**config.mk**
```make
export PLATFORM = sky130hd
export DESIGN_NAME = timer_scheduler_flat
export DESIGN_NICKNAME = d
export VERILOG_FILES = /design/src/rtl/timer_scheduler_if.sv /design/src/rtl/timer_scheduler.sv /design/src/flat_wrapper.sv
export SDC_FILE = /design/constraint.sdc
export NUM_CORES = 1
export LEC_CHECK = 0
export ABC_AREA = 0
export BUFFER_PORTS_ARGS = -buffer_cell sky130_fd_sc_hd__buf_2
export CAP_MARGIN = 20
export CORE_ASPECT_RATIO = 1.25
export CORE_MARGIN = 8
export CORE_UTILIZATION = 55
export CTS_CLUSTER_SIZE = 24
export DETAILED_ROUTE_END_ITERATION = 12
export GPL_TIMING_DRIVEN = 1
export PLACE_DENSITY = 0.77
export SYNTH_ARGS = -nofsm -noshare
export SYNTH_HDL_FRONTEND = slang
export SYNTH_SLANG_ARGS = --single-unit
```
**constraint.sdc**
```tcl
create_clock -name clk -period 2.6 [get_ports clk]
set_input_delay 0.13 -clock clk [delete_from_list [all_inputs] [get_ports clk]]
set_output_delay 0.13 -clock clk [all_outputs]
set_load 0.01 [all_outputs]
```
**src/rtl/timer_scheduler_if.sv**
```systemverilog
`default_nettype none
// +------------------------------------------------------------------+
// | timer_scheduler_if                                               |
// | Request, timer-control and completion signals of the scheduler.  |
// | Option: WATCHDOG_EN adds the err completion signal.              |
// | Rev 1.0                                                          |
// +------------------------------------------------------------------+
interface timer_scheduler_if #(
    parameter int VALUE_W = 4
);
    logic               req_valid;
    logic [VALUE_W-1:0] req_value;
    logic               req_ready;
    logic               tmr_clear;
    logic               tmr_start;
    logic [VALUE_W-1:0] tmr_value;
    logic               tmr_out;
    logic               done;
    logic [VALUE_W-1:0] done_value;
    logic               busy;
`ifdef WATCHDOG_EN
    logic               err;
`endif

    modport slave (
        input  req_valid,
        input  req_value,
        input  tmr_out,
        output req_ready,
        output tmr_clear,
        output tmr_start,
        output tmr_value,
        output done,
        output done_value,
`ifdef WATCHDOG_EN
        output err,
`endif
        output busy
    );

    modport master (
        output req_valid,
        output req_value,
        output tmr_out,
        input  req_ready,
        input  tmr_clear,
        input  tmr_start,
        input  tmr_value,
        input  done,
        input  done_value,
`ifdef WATCHDOG_EN
        input  err,
`endif
        input  busy
    );
endinterface
`default_nettype wire

```
**src/rtl/timer_scheduler.sv**
```systemverilog
`default_nettype none
// +------------------------------------------------------------------+
// | timer_scheduler                                                  |
// | Queues delay requests and runs them on a one-shot timer in turn. |
// | Option: WATCHDOG_EN adds err output and a WAIT-state timeout.    |
// | Rev 1.0                                                          |
// +------------------------------------------------------------------+
module timer_scheduler #(
    parameter int DEPTH   = 4,
    parameter int VALUE_W = 4
) (
    input  wire logic        clk,
    input  wire logic        reset,
    timer_scheduler_if.slave bus
);
    localparam int               PTR_W  = $clog2(DEPTH);
    localparam logic [PTR_W:0]   C_FULL = (PTR_W + 1)'(DEPTH);

    localparam logic [2:0] S_IDLE  = 3'd0;
    localparam logic [2:0] S_CLEAR = 3'd1;
    localparam logic [2:0] S_START = 3'd2;
    localparam logic [2:0] S_WAIT  = 3'd3;
    localparam logic [2:0] S_DONE  = 3'd4;

    logic [2:0]         r_state;
    logic [2:0]         w_next;
    logic [VALUE_W-1:0] r_mem [DEPTH];
    logic [PTR_W-1:0]   r_wr_ptr;
    logic [PTR_W-1:0]   r_rd_ptr;
    logic [PTR_W:0]     r_count;
    logic               w_ready;
    logic               w_push;
    logic               w_pop;
    logic               w_timeout;

    logic               r_tmr_clear;
    logic               r_tmr_start;
    logic [VALUE_W-1:0] r_tmr_value;
    logic               r_done;
    logic [VALUE_W-1:0] r_done_value;
    logic               w_clear_nxt;
    logic               w_start_nxt;
    logic               w_done_nxt;
    logic [VALUE_W-1:0] w_value_nxt;

    assign w_ready = (r_count != C_FULL);
    assign w_push  = bus.req_valid & w_ready;
    assign w_pop   = (r_state == S_IDLE) && (r_count != '0);

    always_ff @(posedge clk) begin
        if (w_push) begin
            r_mem[r_wr_ptr] <= bus.req_value;
        end
    end

    always_ff @(posedge clk or posedge reset) begin
        if (reset) begin
            r_wr_ptr <= '0;
            r_rd_ptr <= '0;
            r_count  <= '0;
        end else begin
            if (w_push) r_wr_ptr <= r_wr_ptr + 1'b1;
            if (w_pop)  r_rd_ptr <= r_rd_ptr + 1'b1;
            case ({w_push, w_pop})
                2'b10:   r_count <= r_count + 1'b1;
                2'b01:   r_count <= r_count - 1'b1;
                default: r_count <= r_count;
            endcase
        end
    end

`ifdef WATCHDOG_EN
    localparam int WD_LIMIT = (1 << VALUE_W) + 4;
    localparam int WD_W     = $clog2(WD_LIMIT);

    logic [WD_W-1:0] r_wd_cnt;
    logic            r_err;

    // Counter restarts on every entry to WAIT so each job gets the full window.
    always_ff @(posedge clk or posedge reset) begin
        if (reset) begin
            r_wd_cnt <= '0;
        end else if (r_state != S_WAIT) begin
            r_wd_cnt <= '0;
        end else begin
            r_wd_cnt <= r_wd_cnt + 1'b1;
        end
    end

    assign w_timeout = (r_state == S_WAIT) && !bus.tmr_out &&
                       (r_wd_cnt == WD_W'(WD_LIMIT - 1));

    always_ff @(posedge clk or posedge reset) begin
        if (reset) r_err <= 1'b0;
        else       r_err <= w_timeout;
    end

    assign bus.err = r_err;
`else
    assign w_timeout = 1'b0;
`endif

    always_ff @(posedge clk or posedge reset) begin
        if (reset) begin
            r_state      <= S_IDLE;
            r_tmr_clear  <= 1'b1;
            r_tmr_start  <= 1'b0;
            r_tmr_value  <= '0;
            r_done       <= 1'b0;
            r_done_value <= '0;
        end else begin
            r_state     <= w_next;
            r_tmr_clear <= w_clear_nxt;
            r_tmr_start <= w_start_nxt;
            r_tmr_value <= w_value_nxt;
            r_done      <= w_done_nxt;
            if (w_done_nxt) r_done_value <= r_tmr_value;
        end
    end

    always_comb begin
        w_next = r_state;
        case (r_state)
            S_IDLE:  if (r_count != '0) w_next = S_CLEAR;
            S_CLEAR: w_next = S_START;
            S_START: w_next = S_WAIT;
            S_WAIT:  if (bus.tmr_out || w_timeout) w_next = S_DONE;
            S_DONE:  w_next = S_IDLE;
            default: w_next = S_IDLE;
        endcase
    end

    // Outputs are registered, so they are decoded from the state being entered.
    always_comb begin
        w_clear_nxt = !((w_next == S_START) || (w_next == S_WAIT));
        w_start_nxt = (w_next == S_START);
        w_done_nxt  = (r_state == S_WAIT) && bus.tmr_out;
        w_value_nxt = w_pop ? r_mem[r_rd_ptr] : r_tmr_value;
    end

    assign bus.req_ready  = w_ready;
    assign bus.tmr_clear  = r_tmr_clear;
    assign bus.tmr_start  = r_tmr_start;
    assign bus.tmr_value  = r_tmr_value;
    assign bus.done       = r_done;
    assign bus.done_value = r_done_value;
    assign bus.busy       = (r_state != S_IDLE) || (r_count != '0);
endmodule
`default_nettype wire

```
**src/flat_wrapper.sv**
```systemverilog
// flat-port wrapper written by rule: the top's interface ports become plain ports
module timer_scheduler_flat 
#(
    parameter int DEPTH   = 4,
    parameter int VALUE_W = 4
)
  (clk, reset, bus_req_valid, bus_req_value, bus_tmr_out, bus_req_ready, bus_tmr_clear, bus_tmr_start, bus_tmr_value, bus_done, bus_done_value, bus_busy);
  timer_scheduler_if #(.VALUE_W(VALUE_W)) bus_i ();
  input  wire logic clk;
  input  wire logic reset;
  input wire logic [$bits(bus_i.req_valid)-1:0] bus_req_valid;
  input wire logic [$bits(bus_i.req_value)-1:0] bus_req_value;
  input wire logic [$bits(bus_i.tmr_out)-1:0] bus_tmr_out;
  output wire logic [$bits(bus_i.req_ready)-1:0] bus_req_ready;
  output wire logic [$bits(bus_i.tmr_clear)-1:0] bus_tmr_clear;
  output wire logic [$bits(bus_i.tmr_start)-1:0] bus_tmr_start;
  output wire logic [$bits(bus_i.tmr_value)-1:0] bus_tmr_value;
  output wire logic [$bits(bus_i.done)-1:0] bus_done;
  output wire logic [$bits(bus_i.done_value)-1:0] bus_done_value;
  output wire logic [$bits(bus_i.busy)-1:0] bus_busy;
  assign bus_i.req_valid = bus_req_valid;
  assign bus_i.req_value = bus_req_value;
  assign bus_i.tmr_out = bus_tmr_out;
  assign bus_req_ready = bus_i.req_ready;
  assign bus_tmr_clear = bus_i.tmr_clear;
  assign bus_tmr_start = bus_i.tmr_start;
  assign bus_tmr_value = bus_i.tmr_value;
  assign bus_done = bus_i.done;
  assign bus_done_value = bus_i.done_value;
  assign bus_busy = bus_i.busy;
  timer_scheduler #(.DEPTH(DEPTH), .VALUE_W(VALUE_W)) u_core (.clk(clk), .reset(reset), .bus(bus_i));
endmodule
```
==> flow_summary.toml <==
[outcome]
status = "finished, final reports clean"

[clocking]
cts_buffers = 5
clkTransAtPathRegs_ns = 0.11
cts_resized = 0
clock-sinks = 37
clock_path_buffers = 2
cts_hold_buf = 4
cts_root_buf = "clkbuf_4"
htree_levels = 2
clk_latency_ns = 0.33
cts_tree = "done"
post_cts_buffers = 0

[sta]
hold_violations = 0
slew_headroom_pct = 49.8
setup_viol = 0
rsz0062_at_grt = "no"
maxSlewViolCount = 0
tightest_slew_ns = 0.753
hold_slack_ns = 0.0376
skew_ns = 0.0117
fin_crit_ns = 2.29
fin_crit_sh_pct = 88.1
fmax_ghz = 0.437
fin_setup_tns_ns = 0

[worst_setup_path]
ff2ff_setup_slack_ns = 0.31
crit_path_start = "u_core.r_state[2]"
cp-start-kind = "register"
cpMostUsedCell = "xor2_1"
r2r-end = "u_core.r_count[2]"
endpoint_kind = "register"
cp_slowest_cell = "dfrtp_1"
crit_type = "register to register"
cpPeakStageDelay_ns = 0.43
crit_fanout = 7
crit_end = "u_core.r_count[2]"
crit_chain = "nor3_1 -> and2b_1 -> ha_1 -> inv_1 -> fa_1 -> xor2_1 -> nor2_1 -> xor2_1"
r2r-start = "u_core.r_state[2]"
cp.arrival_ns = 2.55
cp.required_ns = 2.86
r2r_cells = 8

[route]
avgRoutedWirePerCell_um = 14.4
wirelength_um = 2390
drc = 0
first_pass_iters = 4
viasPerCell = 5.03
postRouteAntennaNets = 0
drtIter0Drc = 61
vias = 835

[synth]
synth_adder_area_share_pct = 5.33
synthMuxAreaShare_pct = 11.3
synth_top_family_by_area = "multiplexers"
synthTopCellsByArea = "dfrtp_1 32%, edfxtp_1 31%, mux4_2 5.8%"
syn_nets = 116
synthFlopType = "dfrtp_1"
synth_area_um2 = 1550
synth_top_area_cell = "dfrtp_1"
yosys.area_share.simple_pct = 10.4
syn_area_per_cell_um2 = 15.2
synth_edf_count = 16
synth_seq_cells = 37
synth.most_common_cell = "dfrtp_1"
syn_inst = 102
synth-async-reset-ratio_pct = 56.8
synth_seq_area_share_pct = 65.0
synth_compound_area_share_pct = 1.05
ys_types = 27
synth_top_area_share_pct = 32.3
yosysWarningCount = 0
synthXorXnorAreaFrac_pct = 3.39
synthTopCellsByCount = "20 x dfrtp_1, 16 x edfxtp_1, 13 x nand2_1"

[global_routing]
grt_pass1_vias = 892
grt_max_degree = 22
antenna_found_initial = 0
grt-ovfl-total = 0
grt_first_pass_wirelength_um = 4210
groute.usage.overall_pct = 11.5

[floorplanning]
row_count = 21
die_h_um = 75.3
die-area_um2 = 4780
core_um2 = 2680
io_pins = 21
die_w_um = 63.5
start_util_pct = 57.8

[placement]
dpl.cell_count = 154
portBuffers = 20
place_congestion = 0.732
hpwl_um = 1820

[layout]
area_growth_pct = 15.6
fillers = 220
fin_cells = 166
drive_gt1_share_pct = 31.8
n_antenna_cell = 0
nets = 145
fin_util_pct = 66.8

[pwr]
p_leak_nw = 0.832
powerDensity_nw_per_um2 = 1180
ir_drop_uv = 743

[min_path]
hold_class = "primary input to register"

[flow_run]
maxCapViolCount = 0
==> flip-flops by register name, indices dropped and copies added (netlist names) <==
register	count
u_core.r_count	3
u_core.bus.tmr_start	1
u_core.bus.done_value	4
u_core.r_rd_ptr	2
u_core.r_state	3
u_core.r_wr_ptr	2
u_core.r_mem	16
u_core.bus.tmr_value	4
u_core.bus.done	1
u_core.bus.tmr_clear	1
==> cells in the final DEF (no fill, tap or decap), types with 2 or more instances in the layout <==
master and n:
mux4_2 4, xnor2_1 2, nor3_1 2, dlygate4sd3_1 4, edfxtp_1 16, nand2_1 13, mux2_4 5, and3_2 4
inv_1 10, buf_2 20, ha_1 5, nor2_1 2, clkbuf_4 5, xor2_1 4, dfrtp_1 20
==> layout make-up <==
type / count / area [um2] / share of cell area (%)
timing repair buffer: 24 / 140 / 7.83
sequential: 37 / 1010 / 56.3
multi-input combinational: 53 / 488 / 27.3
inverter: 10 / 37.5 / 2.10
clock buffer: 6 / 41.3 / 2.31
tap: 34 / 42.5 / 2.38
clock inverter: 2 / 33.8 / 1.89
==> power breakdown <==
part | internal (mW) | switching, mW | leakage [nW] | total [mW]
Combinational | 0.399 | 0.341 | 0.393 | 0.740
Sequential | 0.834 | 0.159 | 0.399 | 0.993
Clock | 0.200 | 0.173 | 0.0399 | 0.373
==> kinds of logic (layout without fill, tap and decap cells) <==
logic type / after synthesis / in the layout
flops: 37 / 37
xor+xnor: 6 / 6
simple gates: 29 / 29
buf+inv: 12 / 42
compound gates: 2 / 2
mux: 10 / 10
fa+ha+maj: 6 / 6
==> critical path: cells and delay by family, from the launching register on <==
family / cells / cell delay [ns]
XOR/XNOR: 2 / 0.29
AND/OR/NAND/NOR: 3 / 0.79
buffers and inverters: 1 / 0.06
adder cells (fa/ha/maj): 2 / 0.63
flip-flops: 1 / 0.43
==> per-layer routing <==
metal	wire length, um	vias to the layer above	track usage (%)
met5	0	-	0
met4	67	0	7.44
met3	152	8	4.56
met2	1140	24	18.2
met1	1030	394	12.8
li1	-	409	-
==> through the flow <==
step	power, mW	instance area (um2)	setup WS [ns]
global route	2.26	1790	0.111
detailed placement	1.76	1680	0.342
CTS	2.14	1790	0.295
floorplan	1.55	1550	0.534
finish	2.11	1790	0.309
global placement	1.71	1680	0.434
==> worst min path at each step <==
| stage | startpoint | to | slack [ns] | depth (start not counted) |
|---|---|---|---|---|
| after floorplan | reset | u_core.bus.done | 0.11 | 1 |
| after global placement | reset | u_core.r_count[0] | 0.29 | 2 |
| after global routing | bus_req_value[2] | u_core.r_mem[1][2] | 0.01 | 1 |
| after CTS | bus_req_value[2] | u_core.r_mem[2][2] | 0.02 | 1 |
| after detailed placement | reset | u_core.r_count[1] | 0.30 | 2 |
| final | bus_req_value[2] | u_core.r_mem[1][2] | 0.04 | 1 |
(Power assumes the default switching activity.)
